--- src/rtl/reg_file.sv ---
// ---------------------------------------------------------------------------
// reg_file
//   Architectural integer register file with a busy (scoreboard) bit per
//   register. Two combinational read ports with same-cycle writeback bypass,
//   one writeback port, and issue/flush tracking of outstanding writes.
//
// Parameters
//   WORD_SIZE  data width of every register
//   NUM_REGS   number of architectural registers
//   REG_SEL    register index width
//
// Ports
//   clk             rising-edge clock
//   rst             asynchronous active-high reset (clears data and busy)
//   rs1, rs2        read indices
//   rs1_data        read data A (bypassed from writeback when rd == rs1)
//   rs2_data        read data B (bypassed from writeback when rd == rs2)
//   rd              writeback destination index
//   write_data      writeback data
//   reg_write       writeback enable
//   issue_valid     an instruction issues this cycle
//   issue_rd        destination of the issuing instruction
//   issue_reg_write issuing instruction writes issue_rd
//   flush           discard all in-flight writes (clears every busy bit)
//   rs1_busy        rs1 has an outstanding write not being retired now
//   rs2_busy        rs2 has an outstanding write not being retired now
// ---------------------------------------------------------------------------
module reg_file #(
    parameter int WORD_SIZE = 32,
    parameter int NUM_REGS  = 32,
    parameter int REG_SEL   = $clog2(NUM_REGS)
) (
    input  logic                 clk,
    input  logic                 rst,
    input  logic [REG_SEL-1:0]   rs1,
    input  logic [REG_SEL-1:0]   rs2,
    output logic [WORD_SIZE-1:0] rs1_data,
    output logic [WORD_SIZE-1:0] rs2_data,
    input  logic [REG_SEL-1:0]   rd,
    input  logic [WORD_SIZE-1:0] write_data,
    input  logic                 reg_write,
    input  logic                 issue_valid,
    input  logic [REG_SEL-1:0]   issue_rd,
    input  logic                 issue_reg_write,
    input  logic                 flush,
    output logic                 rs1_busy,
    output logic                 rs2_busy
);

    // An index addresses real, writable state only if it is non-zero and
    // inside the implemented register range. Everything else behaves as x0.
    function automatic logic idx_ok(input logic [REG_SEL-1:0] idx);
        logic [31:0] idx_w;
        idx_w  = 32'(idx);
        idx_ok = (idx != {REG_SEL{1'b0}}) && (idx_w < 32'(NUM_REGS));
    endfunction

    logic [WORD_SIZE-1:0] regs_r [NUM_REGS];
    logic [NUM_REGS-1:0]  busy_r;
    logic [NUM_REGS-1:0]  busy_nxt_s;
    logic                 wr_en_s;
    logic                 issue_en_s;

    // Qualified writeback/issue strobes; both are suppressed while in reset
    // so that a bypass cannot leak write_data during reset.
    always_comb begin
        wr_en_s    = 1'b0;
        issue_en_s = 1'b0;
        if (!rst) begin
            wr_en_s    = reg_write && idx_ok(rd);
            issue_en_s = issue_valid && issue_reg_write && idx_ok(issue_rd);
        end else begin
            wr_en_s    = 1'b0;
            issue_en_s = 1'b0;
        end
    end

    // Read port A: x0/out-of-range reads 0, else bypass, else stored value.
    always_comb begin
        rs1_data = {WORD_SIZE{1'b0}};
        rs1_busy = 1'b0;
        if (idx_ok(rs1)) begin
            if (wr_en_s && (rd == rs1)) begin
                rs1_data = write_data;
                rs1_busy = 1'b0;
            end else begin
                rs1_data = regs_r[rs1];
                rs1_busy = busy_r[rs1];
            end
        end else begin
            rs1_data = {WORD_SIZE{1'b0}};
            rs1_busy = 1'b0;
        end
    end

    // Read port B: same rules as port A.
    always_comb begin
        rs2_data = {WORD_SIZE{1'b0}};
        rs2_busy = 1'b0;
        if (idx_ok(rs2)) begin
            if (wr_en_s && (rd == rs2)) begin
                rs2_data = write_data;
                rs2_busy = 1'b0;
            end else begin
                rs2_data = regs_r[rs2];
                rs2_busy = busy_r[rs2];
            end
        end else begin
            rs2_data = {WORD_SIZE{1'b0}};
            rs2_busy = 1'b0;
        end
    end

    // Next busy vector: retire clears first so a same-index issue wins;
    // flush overrides everything.
    always_comb begin
        busy_nxt_s = busy_r;
        if (flush) begin
            busy_nxt_s = {NUM_REGS{1'b0}};
        end else begin
            if (wr_en_s) begin
                busy_nxt_s[rd] = 1'b0;
            end else begin
                busy_nxt_s = busy_nxt_s;
            end
            if (issue_en_s) begin
                busy_nxt_s[issue_rd] = 1'b1;
            end else begin
                busy_nxt_s = busy_nxt_s;
            end
        end
    end

    // Register storage; x0 is never written so it stays zero.
    always_ff @(posedge clk or posedge rst) begin
        if (rst) begin
            for (int i = 0; i < NUM_REGS; i++) begin
                regs_r[i] <= {WORD_SIZE{1'b0}};
            end
        end else if (wr_en_s) begin
            regs_r[rd] <= write_data;
        end
    end

    // Busy bit storage.
    always_ff @(posedge clk or posedge rst) begin
        if (rst) begin
            busy_r <= {NUM_REGS{1'b0}};
        end else begin
            busy_r <= busy_nxt_s;
        end
    end

endmodule
--- config.mk ---
export PLATFORM = sky130hd
export DESIGN_NAME = reg_file
export DESIGN_NICKNAME = d
export VERILOG_FILES = /design/src/rtl/reg_file.sv
export SDC_FILE = /design/constraint.sdc
export NUM_CORES = 2
export LEC_CHECK = 0
export BUFFER_PORTS_ARGS = -buffer_cell sky130_fd_sc_hd__buf_2
export CORE_UTILIZATION = 30
export CTS_CLUSTER_DIAMETER = 60
export DETAILED_ROUTE_END_ITERATION = 6
export PLACE_DENSITY = 0.46
export SYNTH_ARGS = -nofsm -noshare
export SYNTH_HDL_FRONTEND = slang
export SYNTH_SLANG_ARGS = --single-unit
--- constraint.sdc ---
create_clock -name clk -period 57.9 [get_ports clk]
set_input_delay 2.895 -clock clk [delete_from_list [all_inputs] [get_ports clk]]
set_output_delay 2.895 -clock clk [all_outputs]
set_load 0.01 [all_outputs]
==> summary.md <==
Across the run, the number of max-cap violations was 0. Detailed placer's ending HPWL: 111000 um. Counting flops with a built-in enable in the synthesized netlist gives 0. The run finished, with violations left.

The number of buffers inserted during clock tree synthesis came out at 132. For the worst setup path, the data required time is 55010 ps. For this design the ratio of total power to cell area is 32.2 mW/mm2.

Clock latency on the worst-skew pair, taken at its later pin, is 760 ps. The tools report the total number of vias as 37072. After floorplanning, the core was divided into 159 placement rows. The share of the Yosys chip area taken by registers is 46.6%. The transition time at the pin with the least slew margin is 1160 ps, and the final setup TNS is 0 ps. After synthesis, the cell types taking the most area are sky130_fd_sc_hd__dfrtp_1 47%, sky130_fd_sc_hd__mux2_2 23%, sky130_fd_sc_hd__mux4_2 16%, sky130_fd_sc_hd__mux2i_1 2.2%, sky130_fd_sc_hd__clkbuf_1 1.7%. The initial utilization of the core area, before any placement, comes to 30.2%.

Of the post-synthesis cell area, the dominant cell type holds 46.6%. Setup violations remaining at the end of the flow were counted as 0. The logs give 0 for the number of hold-slack violations in the final timing report and 4054 for the synthesized netlist cell count. The cell area that synthesis handed to floorplanning was 0.0567 mm2. The hold buffer count at cts was 0.

The worst hold-check path type is flip-flop to flip-flop. The number of pins with negative max-slew slack in the final report came out at 0. The Yosys step of the flow raised 0 warnings. The first-pass iteration count of the detailed router was 7. In this run the worst path has a maximum fanout of 58. The number of antenna violations at the first check in global routing is 10, and the final estimated routing congestion in global placement is 0.771. The leading register cell type out of synthesis is sky130_fd_sc_hd__dfrtp_1.

STA classifies the critical path endpoint as a primary output. The cell type with the largest total area after synthesis was sky130_fd_sc_hd__dfrtp_1. For flop-to-flop paths, the worst setup slack is 57010 ps. The async set-reset flop share out of synthesis works out to 100%. The tools report the element type at the critical path start as an input port. The area growth from synthesis to layout is 12.6%. The worst voltage drop across the vdd grid was 21.9 uV; the worst clock skew was 0 ps. Setup repair after global routing left no endpoint under its margin. For the worst setup path, the data arrival time is 6930 ps. The critical register-to-register path endpoint was busy_r[25]$_DFF_PP0_.

The first global-routing pass estimated 297000 um of wire. For the fill cell total of the finished layout, the log shows 18488. From bottom edge to top edge, the die measures 437 um.

Die width: 437 um. Post-CTS repair changed the size of 0 cells. After detailed placement, the total cell area comes to 0.0596 mm2. Entering global routing, the biggest net connects 154 pins. After routing the design area is 0.0639 mm2.

The count of different cell masters after synthesis came out at 57. In this run the worst setup path terminates at rs1_data[18]. The startpoint identified for the worst register-to-register timing path is busy_r[25]$_DFF_PP0_. Synthesis produced a netlist with a net count of 4112. Static timing analysis puts the maximum clock frequency at 102 MHz. The static power due to leakage came out at 28.3 nW. The number of buffers inserted by post-CTS setup repair came out at 0. After clock tree synthesis, the clock-pin slew on the worst setup and hold paths is 60 ps. Using the TritonRoute via totals, the vias-per-cell ratio works out to 5.66.

Share of cells above drive strength 1: 50.1%. The die covers 0.191 mm2. The top-level I/O count is 124. By count the netlist is led by 1157 x sky130_fd_sc_hd__mux2_2, 1056 x sky130_fd_sc_hd__dfrtp_1, 400 x sky130_fd_sc_hd__mux4_2. The number of global-route vias before repair was 38221. The cell sitting at the root of the clock tree is a sky130_fd_sc_hd__clkbuf_16. The number of remaining DRC errors was 20. For this run, the total global-route usage over all layers was measured as 21.6%. The total grt overflow was 0; the final wirelength was 206000 um. Number of cell instances on the worst register-to-register path: 3. The critical path in this run is classified as input port to primary output.

The routed wirelength normalized by instance count was 31.5 um. The number of buffers on the longest clock path was 3; the net count of the finished layout was 4008. The core region is 0.188 mm2. The routed design could run at a clock period as short as 9820 ps. Headroom to the max-slew limit came out at 22.1%. TritonCTS built the clock tree. After the first detailed-routing iteration, the DRC count stood at 2852.

The checks that failed: design-rule violations. The count of H-tree levels built during CTS is 4. The beginning of the critical path was rs1[1]. The quantity of I/O buffers inserted on ports is 123.

Of the available clock period, the critical path in the final layout requires 17.0%. The total clock sinks was 1056; the antenna violation net count after detailed routing was 0. Synthesis inferred 1056 register bits. Most frequent cell after synthesis: sky130_fd_sc_hd__mux2_2. In this run the mean area of a mapped cell was 14.0 um2.
-- where the power goes --
part / internal [mW] / switching [mW] / leakage (nW) / total (mW)
Sequential: 0.831 / 0.0648 / 14.1 / 0.896
Combinational: 0.180 / 0.148 / 12.1 / 0.328
Clock: 0.497 / 0.335 / 2.13 / 0.832
Total: 1.51 / 0.548 / 28.3 / 2.06
-- cell type report --
cell class                 instances  area, um2  share of cell area [%]
antenna                            3       7.51                  0.0117
clock buffer                     214       4150                    6.49
clock inverter                    20        191                   0.300
inverter                           5       26.3                  0.0411
multi-input combinational       2534      28600                    44.7
sequential                      1056      26400                    41.4
tap                             2495       3120                    4.89
timing repair buffer             221       1430                    2.23
-- routing by layer --
layer	vias to the layer above	track usage, %	share of wire [%]
li1	15361	-	-
met1	20350	29.5	45
met2	1030	35.0	48
met3	329	3.27	4.5
met4	2	6.82	3.2
met5	-	0	0.0044
-- through the flow --
step           power, mW  hold WS (ps)  instances  setup WS, ps  utilization (%)
3_5_place_dp        1.24           385       6311         48020             31.7
5_1_grt             2.15           408       6545         47910             34.0
2_1_floorplan       1.14           442       4054         25280                -
3_3_place_gp        1.23           381       6311         48000             31.7
4_1_cts             2.08           398       6545         48020             34.0
6_report            2.06           392       6548         48080             34.0
-- critical path: stages --
cell and delay [ps]:
sky130_fd_sc_hd__buf_8 460, sky130_fd_sc_hd__buf_4 520, sky130_fd_sc_hd__buf_4 720, sky130_fd_sc_hd__or3b_2 780
sky130_fd_sc_hd__buf_4 380, sky130_fd_sc_hd__o22ai_1 220, sky130_fd_sc_hd__nor4_1 100, sky130_fd_sc_hd__a21oi_1 220
sky130_fd_sc_hd__a21oi_1 250, sky130_fd_sc_hd__buf_2 260
-- worst min-delay path by stage --
stage / startpoint / end / slack, ps / cells after the start
after floorplan: regs_r[1008]$_DFFE_PP0P_ / regs_r[1008]$_DFFE_PP0P_ / 440 / 1
after global placement: regs_r[1008]$_DFFE_PP0P_ / regs_r[1008]$_DFFE_PP0P_ / 380 / 0
after detailed placement: regs_r[998]$_DFFE_PP0P_ / regs_r[998]$_DFFE_PP0P_ / 380 / 0
after CTS: regs_r[998]$_DFFE_PP0P_ / regs_r[998]$_DFFE_PP0P_ / 400 / 0
after global routing: regs_r[998]$_DFFE_PP0P_ / regs_r[998]$_DFFE_PP0P_ / 410 / 0
final: regs_r[998]$_DFFE_PP0P_ / regs_r[998]$_DFFE_PP0P_ / 390 / 0
-- placed cells by master (no fill, tap or decap), types with 13 or more instances in the layout --
cell,Yosys,routed
sky130_fd_sc_hd__a21oi_1,76,76
sky130_fd_sc_hd__a221o_1,29,29
sky130_fd_sc_hd__a221oi_1,31,31
sky130_fd_sc_hd__a22oi_1,18,18
sky130_fd_sc_hd__buf_2,107,115
sky130_fd_sc_hd__buf_4,32,100
sky130_fd_sc_hd__clkbuf_1,261,33
sky130_fd_sc_hd__clkbuf_16,0,136
sky130_fd_sc_hd__clkbuf_8,0,45
sky130_fd_sc_hd__dfrtp_1,1056,1056
sky130_fd_sc_hd__mux2_2,1157,1157
sky130_fd_sc_hd__mux2i_1,126,126
sky130_fd_sc_hd__mux4_2,400,400
sky130_fd_sc_hd__nand2_1,28,13
sky130_fd_sc_hd__nand2_4,0,15
sky130_fd_sc_hd__nand2b_1,18,14
sky130_fd_sc_hd__nor2_1,168,162
sky130_fd_sc_hd__nor2b_1,13,13
sky130_fd_sc_hd__nor3_1,141,132
sky130_fd_sc_hd__nor4_1,33,31
sky130_fd_sc_hd__o21ai_0,36,36
sky130_fd_sc_hd__o221ai_1,33,33
sky130_fd_sc_hd__o22a_1,31,31
sky130_fd_sc_hd__o22ai_1,127,127
-- sequential cells by signal (all words and copies together) (netlist names) --
| name | cells |
|---|---|
| regs_r | 1024 |
| busy_r | 32 |
-- logic make-up (layout without fill, tap and decap cells) --
| group | count (synthesis) | count (layout) | synth area share, % |
|---|---|---|---|
| AOI/OAI and AO/OA | 400 | 400 | 4.87 |
| xor gates and xnor gates | 10 | 10 | 0.154 |
| buffers and inverters | 464 | 460 | 3.60 |
| DFF | 1056 | 1056 | 46.6 |
| muxes | 1685 | 1685 | 41.1 |
| other | 0 | 3 | 0 |
| and+or+nand+nor | 439 | 439 | 3.71 |
Power figures use the tool's default switching activity.
